File: src/rtl/i2s_audio_rx_pkg.sv
// Shared audio definitions: default sample width, receiver FSM encoding and
// the signed sample type handed to the FIR stage.
package i2s_audio_rx_pkg;

    localparam int unsigned SAMPLE_WIDTH_DEFAULT = 16;

    typedef logic signed [SAMPLE_WIDTH_DEFAULT-1:0] sample_t;

    typedef enum logic [1:0] {
        StIdle  = 2'd0,
        StLeft  = 2'd1,
        StRight = 2'd2
    } rx_state_e;

endpackage

File: src/rtl/i2s_audio_rx_sync_edge_det.sv
// Two-flop synchronizer for one asynchronous input, with a third flop for
// rise/fall detection on the synchronized value.
module i2s_audio_rx_sync_edge_det (
    input  logic i_clk,
    input  logic i_reset,
    input  logic i_async,
    output logic o_sync,
    output logic o_rise,
    output logic o_fall
);

    logic r_sync1;
    logic r_sync2;
    logic r_sync3;

    // Synchronizer chain plus one delay stage for edge detection.
    always_ff @(posedge i_clk or posedge i_reset) begin
        if (i_reset) begin
            r_sync1 <= 1'b0;
            r_sync2 <= 1'b0;
            r_sync3 <= 1'b0;
        end else begin
            r_sync1 <= i_async;
            r_sync2 <= r_sync1;
            r_sync3 <= r_sync2;
        end
    end

    assign o_sync = r_sync2;
    assign o_rise = r_sync2 & ~r_sync3;
    assign o_fall = ~r_sync2 & r_sync3;

endmodule

File: src/rtl/i2s_audio_rx.sv
// I2S receiver: oversamples bclk/lrclk/sdat on the system clock, captures
// MSB-first words per slot and commits one stereo frame per strobe.
module i2s_audio_rx
    import i2s_audio_rx_pkg::*;
#(
    parameter int unsigned SAMPLE_WIDTH = SAMPLE_WIDTH_DEFAULT,
    parameter bit          MONO_MIX     = 1'b1
) (
    input  logic                           i_clk,
    input  logic                           i_reset,
    input  logic                           i_i2s_bclk,
    input  logic                           i_i2s_lrclk,
    input  logic                           i_i2s_sdat,
    output logic signed [SAMPLE_WIDTH-1:0] o_data,
    output logic signed [SAMPLE_WIDTH-1:0] o_data_l,
    output logic signed [SAMPLE_WIDTH-1:0] o_data_r,
    output logic                           o_sample_valid,
    output logic                           o_err_short,
    output logic                           o_locked
);

    localparam logic [5:0]              CNT_MAX  = 6'd63;
    localparam logic [5:0]              WIDTH6   = 6'(SAMPLE_WIDTH);
    localparam logic [SAMPLE_WIDTH-1:0] MSB_MASK = {1'b1, {(SAMPLE_WIDTH-1){1'b0}}};

    logic w_bclk_rise;
    logic w_lr;
    logic w_sd;
    logic w_unused_bclk_sync;
    logic w_unused_bclk_fall;
    logic w_unused_lr_rise;
    logic w_unused_lr_fall;
    logic w_unused_sd_rise;
    logic w_unused_sd_fall;

    i2s_audio_rx_sync_edge_det u_sync_bclk (
        .i_clk   (i_clk),
        .i_reset (i_reset),
        .i_async (i_i2s_bclk),
        .o_sync  (w_unused_bclk_sync),
        .o_rise  (w_bclk_rise),
        .o_fall  (w_unused_bclk_fall)
    );

    i2s_audio_rx_sync_edge_det u_sync_lrclk (
        .i_clk   (i_clk),
        .i_reset (i_reset),
        .i_async (i_i2s_lrclk),
        .o_sync  (w_lr),
        .o_rise  (w_unused_lr_rise),
        .o_fall  (w_unused_lr_fall)
    );

    i2s_audio_rx_sync_edge_det u_sync_sdat (
        .i_clk   (i_clk),
        .i_reset (i_reset),
        .i_async (i_i2s_sdat),
        .o_sync  (w_sd),
        .o_rise  (w_unused_sd_rise),
        .o_fall  (w_unused_sd_fall)
    );

    logic                    r_lr_prev;
    logic [5:0]              r_cnt;
    logic [SAMPLE_WIDTH-1:0] r_shift;
    logic [SAMPLE_WIDTH-1:0] r_left_hold;
    logic [SAMPLE_WIDTH-1:0] r_data;
    logic [SAMPLE_WIDTH-1:0] r_data_l;
    logic [SAMPLE_WIDTH-1:0] r_data_r;
    logic                    r_valid;
    logic                    r_err_short;
    logic                    r_locked;
    rx_state_e               r_state;
    rx_state_e               w_state_next;

    logic                    w_boundary;
    logic                    w_short;
    logic [SAMPLE_WIDTH-1:0] w_mask;
    logic [SAMPLE_WIDTH-1:0] w_word;
    logic [SAMPLE_WIDTH:0]   w_sum;
    logic [SAMPLE_WIDTH-1:0] w_mix;
    logic                    w_lock;
    logic                    w_latch_left;
    logic                    w_commit;

    assign w_boundary = w_bclk_rise & (w_lr ^ r_lr_prev);
    // The bit sampled at the boundary rise is the outgoing word's LSB (the
    // one-bit I2S delay), so it closes the old word and never enters the new one.
    assign w_short    = r_cnt < (WIDTH6 - 6'd1);
    // Bits are written left-justified; the mask falls off the end once
    // SAMPLE_WIDTH bits are in, so extra slot bits are dropped.
    assign w_mask     = MSB_MASK >> r_cnt;
    assign w_word     = w_sd ? (r_shift | w_mask) : r_shift;

    // Sign-extended sum; dropping bit 0 is the arithmetic shift right by one.
    assign w_sum = {r_left_hold[SAMPLE_WIDTH-1], r_left_hold} + {w_word[SAMPLE_WIDTH-1], w_word};
    assign w_mix = MONO_MIX ? SAMPLE_WIDTH'(w_sum >> 1) : r_left_hold;

    // Shift register, saturating bit counter and previous lrclk sample.
    always_ff @(posedge i_clk or posedge i_reset) begin
        if (i_reset) begin
            r_lr_prev <= 1'b0;
            r_cnt     <= '0;
            r_shift   <= '0;
        end else if (w_bclk_rise) begin
            r_lr_prev <= w_lr;
            if (w_boundary) begin
                r_cnt   <= '0;
                r_shift <= '0;
            end else begin
                r_shift <= w_word;
                if (r_cnt != CNT_MAX) begin
                    r_cnt <= r_cnt + 6'd1;
                end
            end
        end
    end

    // FSM state register.
    always_ff @(posedge i_clk or posedge i_reset) begin
        if (i_reset) begin
            r_state <= StIdle;
        end else begin
            r_state <= w_state_next;
        end
    end

    // Next-state and frame control decode.
    always_comb begin
        w_state_next = r_state;
        w_lock       = 1'b0;
        w_latch_left = 1'b0;
        w_commit     = 1'b0;
        unique case (r_state)
            StIdle: begin
                if (w_boundary && !w_lr) begin
                    w_state_next = StLeft;
                    w_lock       = 1'b1;
                end
            end
            StLeft: begin
                if (w_boundary) begin
                    w_state_next = StRight;
                    w_latch_left = 1'b1;
                end
            end
            StRight: begin
                if (w_boundary) begin
                    w_state_next = StLeft;
                    w_commit     = 1'b1;
                end
            end
            default: w_state_next = StIdle;
        endcase
    end

    // Left holding register, committed outputs, strobes and lock flag.
    always_ff @(posedge i_clk or posedge i_reset) begin
        if (i_reset) begin
            r_left_hold <= '0;
            r_data      <= '0;
            r_data_l    <= '0;
            r_data_r    <= '0;
            r_valid     <= 1'b0;
            r_err_short <= 1'b0;
            r_locked    <= 1'b0;
        end else begin
            r_valid     <= w_commit;
            r_err_short <= (w_latch_left | w_commit) & w_short;
            if (w_lock) begin
                r_locked <= 1'b1;
            end
            if (w_latch_left) begin
                r_left_hold <= w_word;
            end
            if (w_commit) begin
                r_data_l <= r_left_hold;
                r_data_r <= w_word;
                r_data   <= w_mix;
            end
        end
    end

    assign o_data         = r_data;
    assign o_data_l       = r_data_l;
    assign o_data_r       = r_data_r;
    assign o_sample_valid = r_valid;
    assign o_err_short    = r_err_short;
    assign o_locked       = r_locked;

endmodule

File: config.mk
export PLATFORM = sky130hd
export DESIGN_NAME = i2s_audio_rx
export DESIGN_NICKNAME = d
export VERILOG_FILES = /design/src/rtl/i2s_audio_rx_pkg.sv /design/src/rtl/i2s_audio_rx_sync_edge_det.sv /design/src/rtl/i2s_audio_rx.sv
export SDC_FILE = /design/constraint.sdc
export NUM_CORES = 1
export LEC_CHECK = 0
export ABC_AREA = 1
export CORE_ASPECT_RATIO = 0.6
export CORE_MARGIN = 4
export CORE_UTILIZATION = 59
export DETAILED_ROUTE_END_ITERATION = 10
export GPL_ROUTABILITY_DRIVEN = 0
export PLACE_DENSITY = 0.88
export SETUP_SLACK_MARGIN = 0.2
export SLEW_MARGIN = 30
export SYNTH_ARGS = -nofsm -noshare
export SYNTH_HDL_FRONTEND = slang
export SYNTH_HIERARCHICAL = 1
export SYNTH_SLANG_ARGS = --single-unit
File: constraint.sdc
create_clock -name i_clk -period 7.5 [get_ports i_clk]
set_clock_uncertainty 0.05 [all_clocks]
set_input_delay 1.125 -clock i_clk [delete_from_list [all_inputs] [get_ports i_clk]]
set_output_delay 1.125 -clock i_clk [all_outputs]
set_load 0.03 [all_outputs]
Yosys cells after proc, flatten, opt, wreduce, memory -nomap -nowiden
Index checks and enable logic that the tools add are counted.

operators by class
  bitwise gates (word level) = 7
  equal/unequal tests = 6
  $lt $le $gt $ge = 1
  shift-type cells = 1
  reductions and logical operators = 6
  mux-type cells = 13
  add/sub/neg operators = 2

operators with widths
  cell                                                                          count
  16-bit 2-to-1 mux                                                             2
  16-bit by 16-bit adder with 17-bit output                                     1
  16-bit OR                                                                     1
  16-bit by 6-bit >> shifter with 16-bit output, first input constant           1
  6-bit 2-to-1 mux                                                              2
  6-bit by 1-bit adder with 6-bit output, second input constant                 1
  6-bit by 4-bit less-than comparator with 1-bit output, second input constant  1
  2-bit 2-to-1 mux                                                              3
  2-bit inequality test, second input constant                                  3
  6-bit inequality test, second input constant                                  1
  2-bit case mux with 3 select lines                                            1
  1-bit 2-to-1 mux                                                              5
  1-bit bitwise AND                                                             3
  3-bit AND reduction                                                           1
  2-bit by 1-bit equality test with 1-bit output, second input constant         1
  2-bit equality test, second input constant                                    1
  2-bit logical NOT                                                             1
  2-bit AND reduction                                                           1
  2-bit nonzero test                                                            1
  1-bit logical AND                                                             1
  1-bit logical NOT                                                             1
  1-bit NOT                                                                     1
  1-bit OR                                                                      1
  1-bit XOR                                                                     1

word-level totals
  register bits = 99
  bits of input ports = 5
  word-level logic and storage cells = 54
  output and inout port bits = 51

Longest topological paths before layout
  depth after elaboration = 7
  gate-level depth with buffers = 19
  mapped depth without buffers = 19

Modules after synthesis
The synthesis kept the hierarchy.

modules (own cells, without submodules)
  module                      instances  sequential area each (µm²)  cells an instance  area each (µm²)
  i2s_audio_rx                1          2302.2                      535                4454.3
  i2s_audio_rx_sync_edge_det  3          75.1                        8                  93.8

Worst setup path before layout
No wires, ideal clock.

  path kind = register -> register
  start = register r_cnt[4]
  end = register r_data[15], in the netlist o_data[15]
  setup time = 117 ps
  stages on the path, launching flop included = 20
  clock period less this slack = 2402 ps
  setup slack = 5098 ps
  arrival time = 2234 ps
  required time = 7333 ps
  buffers on the path = 0
  cells stage by stage = dfrtp_1 -> inv_2 -> nand2_1 -> nor2_4 -> nand2_1 -> nand2_2 -> inv_2 -> nor2_4 -> inv_1 -> fa_1 -> inv_1 -> nand3_1 -> nand2_1 -> a21boi_1 -> o21ai_1 -> nand3_1 -> nand2_1 -> nand2_1 -> nand3_1 -> nand2_1

between the ends
  word-level cells in the longest chain between the ends = 4

ends and longest elaborated chain
  what                                           RTL line             source
  from (decl)                                    i2s_audio_rx.sv:64   logic [5:0] r_cnt;
  from (signal assigned)                         i2s_audio_rx.sv:113  r_cnt <= r_cnt + 6'd1;
  16-bit by 6-bit >> shifter with 16-bit output  i2s_audio_rx.sv:92   assign w_mask = MSB_MASK >> r_cnt;
  16-bit OR                                      i2s_audio_rx.sv:93   assign w_word = w_sd ? (r_shift | w_mask) : r_shift;
  16-bit 2-to-1 mux                              i2s_audio_rx.sv:93
  16-bit by 16-bit adder with 17-bit output      i2s_audio_rx.sv:96   assign w_sum = {r_left_hold[SAMPLE_WIDTH-1], r_left_hold} + {w_word[SAMPLE_WIDTH-1], w_word};
  to (signal assigned)                           i2s_audio_rx.sv:179  r_data <= w_mix;
  to (decl)                                      i2s_audio_rx.sv:67   logic [SAMPLE_WIDTH-1:0] r_data;

No other way between the ends.
A chain may end at the register's enable or synchronous reset.

Final worst setup path
  start = register r_cnt[0]
  end = register r_data[14], in the netlist o_data[14]

between the ends
  word-level cells in the longest chain between the ends = 4

ends and longest elaborated chain
  what                                           RTL line            source
  16-bit by 6-bit >> shifter with 16-bit output  i2s_audio_rx.sv:92
  16-bit OR                                      i2s_audio_rx.sv:93
  16-bit 2-to-1 mux                              i2s_audio_rx.sv:93
  via w_word[4]                                  i2s_audio_rx.sv:79  logic [SAMPLE_WIDTH-1:0] w_word;
  16-bit by 16-bit adder with 17-bit output      i2s_audio_rx.sv:96

The timed path passes the listed nets, and every way through them passes these cells.

==> flow_metrics.env <==
export IMPL_nNetsFinal=621
export IMPL_viasPerCell=5.72
export IMPL_drc_errors=0
export IMPL_clock_power_share=0.307
export IMPL_ctsResizeCount=0
export IMPL_initial_utilization=0.624
export IMPL_p_seq_frac=0.447
export IMPL_vias=4042
export IMPL_diodes=0
export IMPL_slew_viol_final=0
export IMPL_hold_viol_final=0
export IMPL_internal_power_w=0.000958
export IMPL_required_ps=7700
export IMPL_path_cells="nand2_1 -> nor3_1 -> a21oi_1 -> inv_1 -> ha_1 -> a21oi_1 -> o21ai_0 -> a21oi_1 -> nand2_1 -> nand2_1 -> nand2_1 -> nand2_1 -> nand3_1 -> nand2_1"
export IMPL_grt_max_degree=93
export IMPL_r2r_start="r_cnt[0]"
export IMPL_pwr_share_comb=0.246
export IMPL_antenna_left=0
export IMPL_die_x_um=123
export IMPL_yosys_warnings=6
export IMPL_cp_max_fo=6
export IMPL_powerDensity_mw_per_mm2=259
export IMPL_cts_buffer_depth=2
export IMPL_irDropWorstVdd_mv=0.165
export IMPL_switchingPower_w=0.000479
export IMPL_postSynthCellCount=547
export IMPL_cap_violations=0
export IMPL_leakagePower_nw=2.77
export IMPL_period_share=0.394
export IMPL_grt_ovfl_total=0
export IMPL_cts_htree_levels=3
export IMPL_utilization=0.746
export IMPL_final_cells=707
export IMPL_root_buffer="clkbuf_16"
export IMPL_crit_type="register to register"
export IMPL_numCtsBuffers=9
export IMPL_critPathLaunchType="register"
export IMPL_tns_ps=0
export IMPL_grt_pass1_wl_mm=19.7
export IMPL_finalSetupViolations=0
export IMPL_antenna_found_initial=0
export IMPL_max_freq_ghz=0.339
export IMPL_syn_nets=569
export IMPL_postSynthAreaPerCell_um2=8.50
export IMPL_rows=24
export IMPL_holdBufCountCts=0
export IMPL_insertion_delay_ps=350
export IMPL_relSlewSlack=0.380
export IMPL_slowest_delay_ps=450
export IMPL_drive_gt1_frac=0.0580
export IMPL_startpoint="r_cnt[0]"
export IMPL_finalPower_w=0.00144
export IMPL_status="complete, no violations"
export IMPL_wl_mm=11.4
export IMPL_critPathSlowestCell="dfrtp_1"
export IMPL_post_cts_buffers=0
export IMPL_post_route_min_period_ps=2950
export IMPL_port_buffer_count=55
export IMPL_path_buf_inv=1
export IMPL_arrival_ps=3150
export IMPL_die_area_mm2=0.00941
export IMPL_die_h_um=76.8
export IMPL_hp_class="register to register"
export IMPL_worstSetupEndpointType="register"
export IMPL_cts_sinks=99
export IMPL_min_from="u_sync_sdat/r_sync1"
export IMPL_dpl_cell_count=692
export IMPL_firstDrtPassIters=8
export IMPL_dp_final_hpwl_mm=7.99
export IMPL_worst_slew_pin_slew_ps=927
export IMPL_grt_pass1_vias=4025
export IMPL_track_usage=0.266
export IMPL_avgRoutedWirePerCell_um=16.2
export IMPL_area_growth_pct=19.5
export IMPL_critPathTopFamily="compound AO/OA/AOI/OAI gates"
export IMPL_grt_setup_unrepaired="false"
export IMPL_syn_area_mm2=0.00465
export IMPL_switching_share=0.333
export IMPL_cts_tree="yes"
export IMPL_drt_iter0_markers=558
export IMPL_worst_slack_ps=4550
export IMPL_io_pins=56
export IMPL_clk_pin_slew_ps=70
export IMPL_pre_cts_slack_ps=4740
export IMPL_core_area_mm2=0.00745
export IMPL_cpMostUsedCell="nand2_1"
## stage by stage
step	hold slack (ps)	area, um^2
after floorplan	281	4650
after global placement	284	5270
after detailed placement	286	5280
after CTS	300	5560
after global routing	312	5560
final	298	5560
## layer usage
metal  up-vias  share of wire  GRT usage
li1       1884              -          -
met1      1914           0.44      0.372
met2       204           0.42      0.383
met3        40           0.11     0.0971
met4         0          0.025     0.0927
met5         -              0          0
## placed cells by master, fill, tap and decap left out, drive strengths merged
cell / instances
nor2: 42
clkinvlp: 2
nand3: 20
o211ai: 1
a31o: 1
or2: 2
a211oi: 1
a31oi: 5
nand2: 152
fa: 1
o21ai: 66
o21a: 3
nand4: 2
dfrtp: 99
a211o: 1
xnor2: 4
buf: 3
nor3: 14
clkinv: 2
a21oi: 37
ha: 16
a21boi: 1
xor2: 1
inv: 56
a21o: 1
nand3b: 1
clkdlybuf4s50: 55
o21bai: 2
clkbuf: 12
## sequential cells by signal, indices dropped and copies added, names as in the netlist, 2 cells and up
| name | count |
|---|---|
| r_shift | 16 |
| r_cnt | 6 |
| o_data_l | 16 |
| o_data_r | 16 |
| r_state | 2 |
| r_left_hold | 16 |
| o_data | 16 |
## area by class of cell
| class | instances | area (um^2) |
|---|---|---|
| flip-flops and latches | 99 | 2480 |
| fillers | 568 | 1890 |
| multi-input cells | 374 | 1880 |
| repair buffers | 58 | 577 |
| clock buffers | 12 | 256 |
| inverters | 57 | 215 |
| well taps | 104 | 130 |
| clock inverters | 3 | 23.8 |
## final timing paths
check | to | slack, ps | cells past startpoint
setup / recovery | o_data[14] | 4550 | 14
hold / removal | u_sync_sdat/o_sync | 300 | 0
setup reg to reg | o_data[14] | 4550 | 14
hold reg to reg | u_sync_sdat/o_sync | 300 | 0
max in group asynchronous | o_data[8] | 5480 | 3
min in group asynchronous | u_sync_sdat/r_sync1 | 990 | 2
## power groups by stage
stage,combinational (W),clock [W],sequential (W)
6_report,0.000353,0.000441,0.000643
5_1_grt,0.000387,0.000472,0.000649
4_1_cts,0.000351,0.000445,0.000641
3_5_place_dp,0.000348,0,0.000648
3_3_place_gp,0.000337,0,0.000647
2_1_floorplan,0.000179,0,0.000695
(Power assumes the default switching activity.)
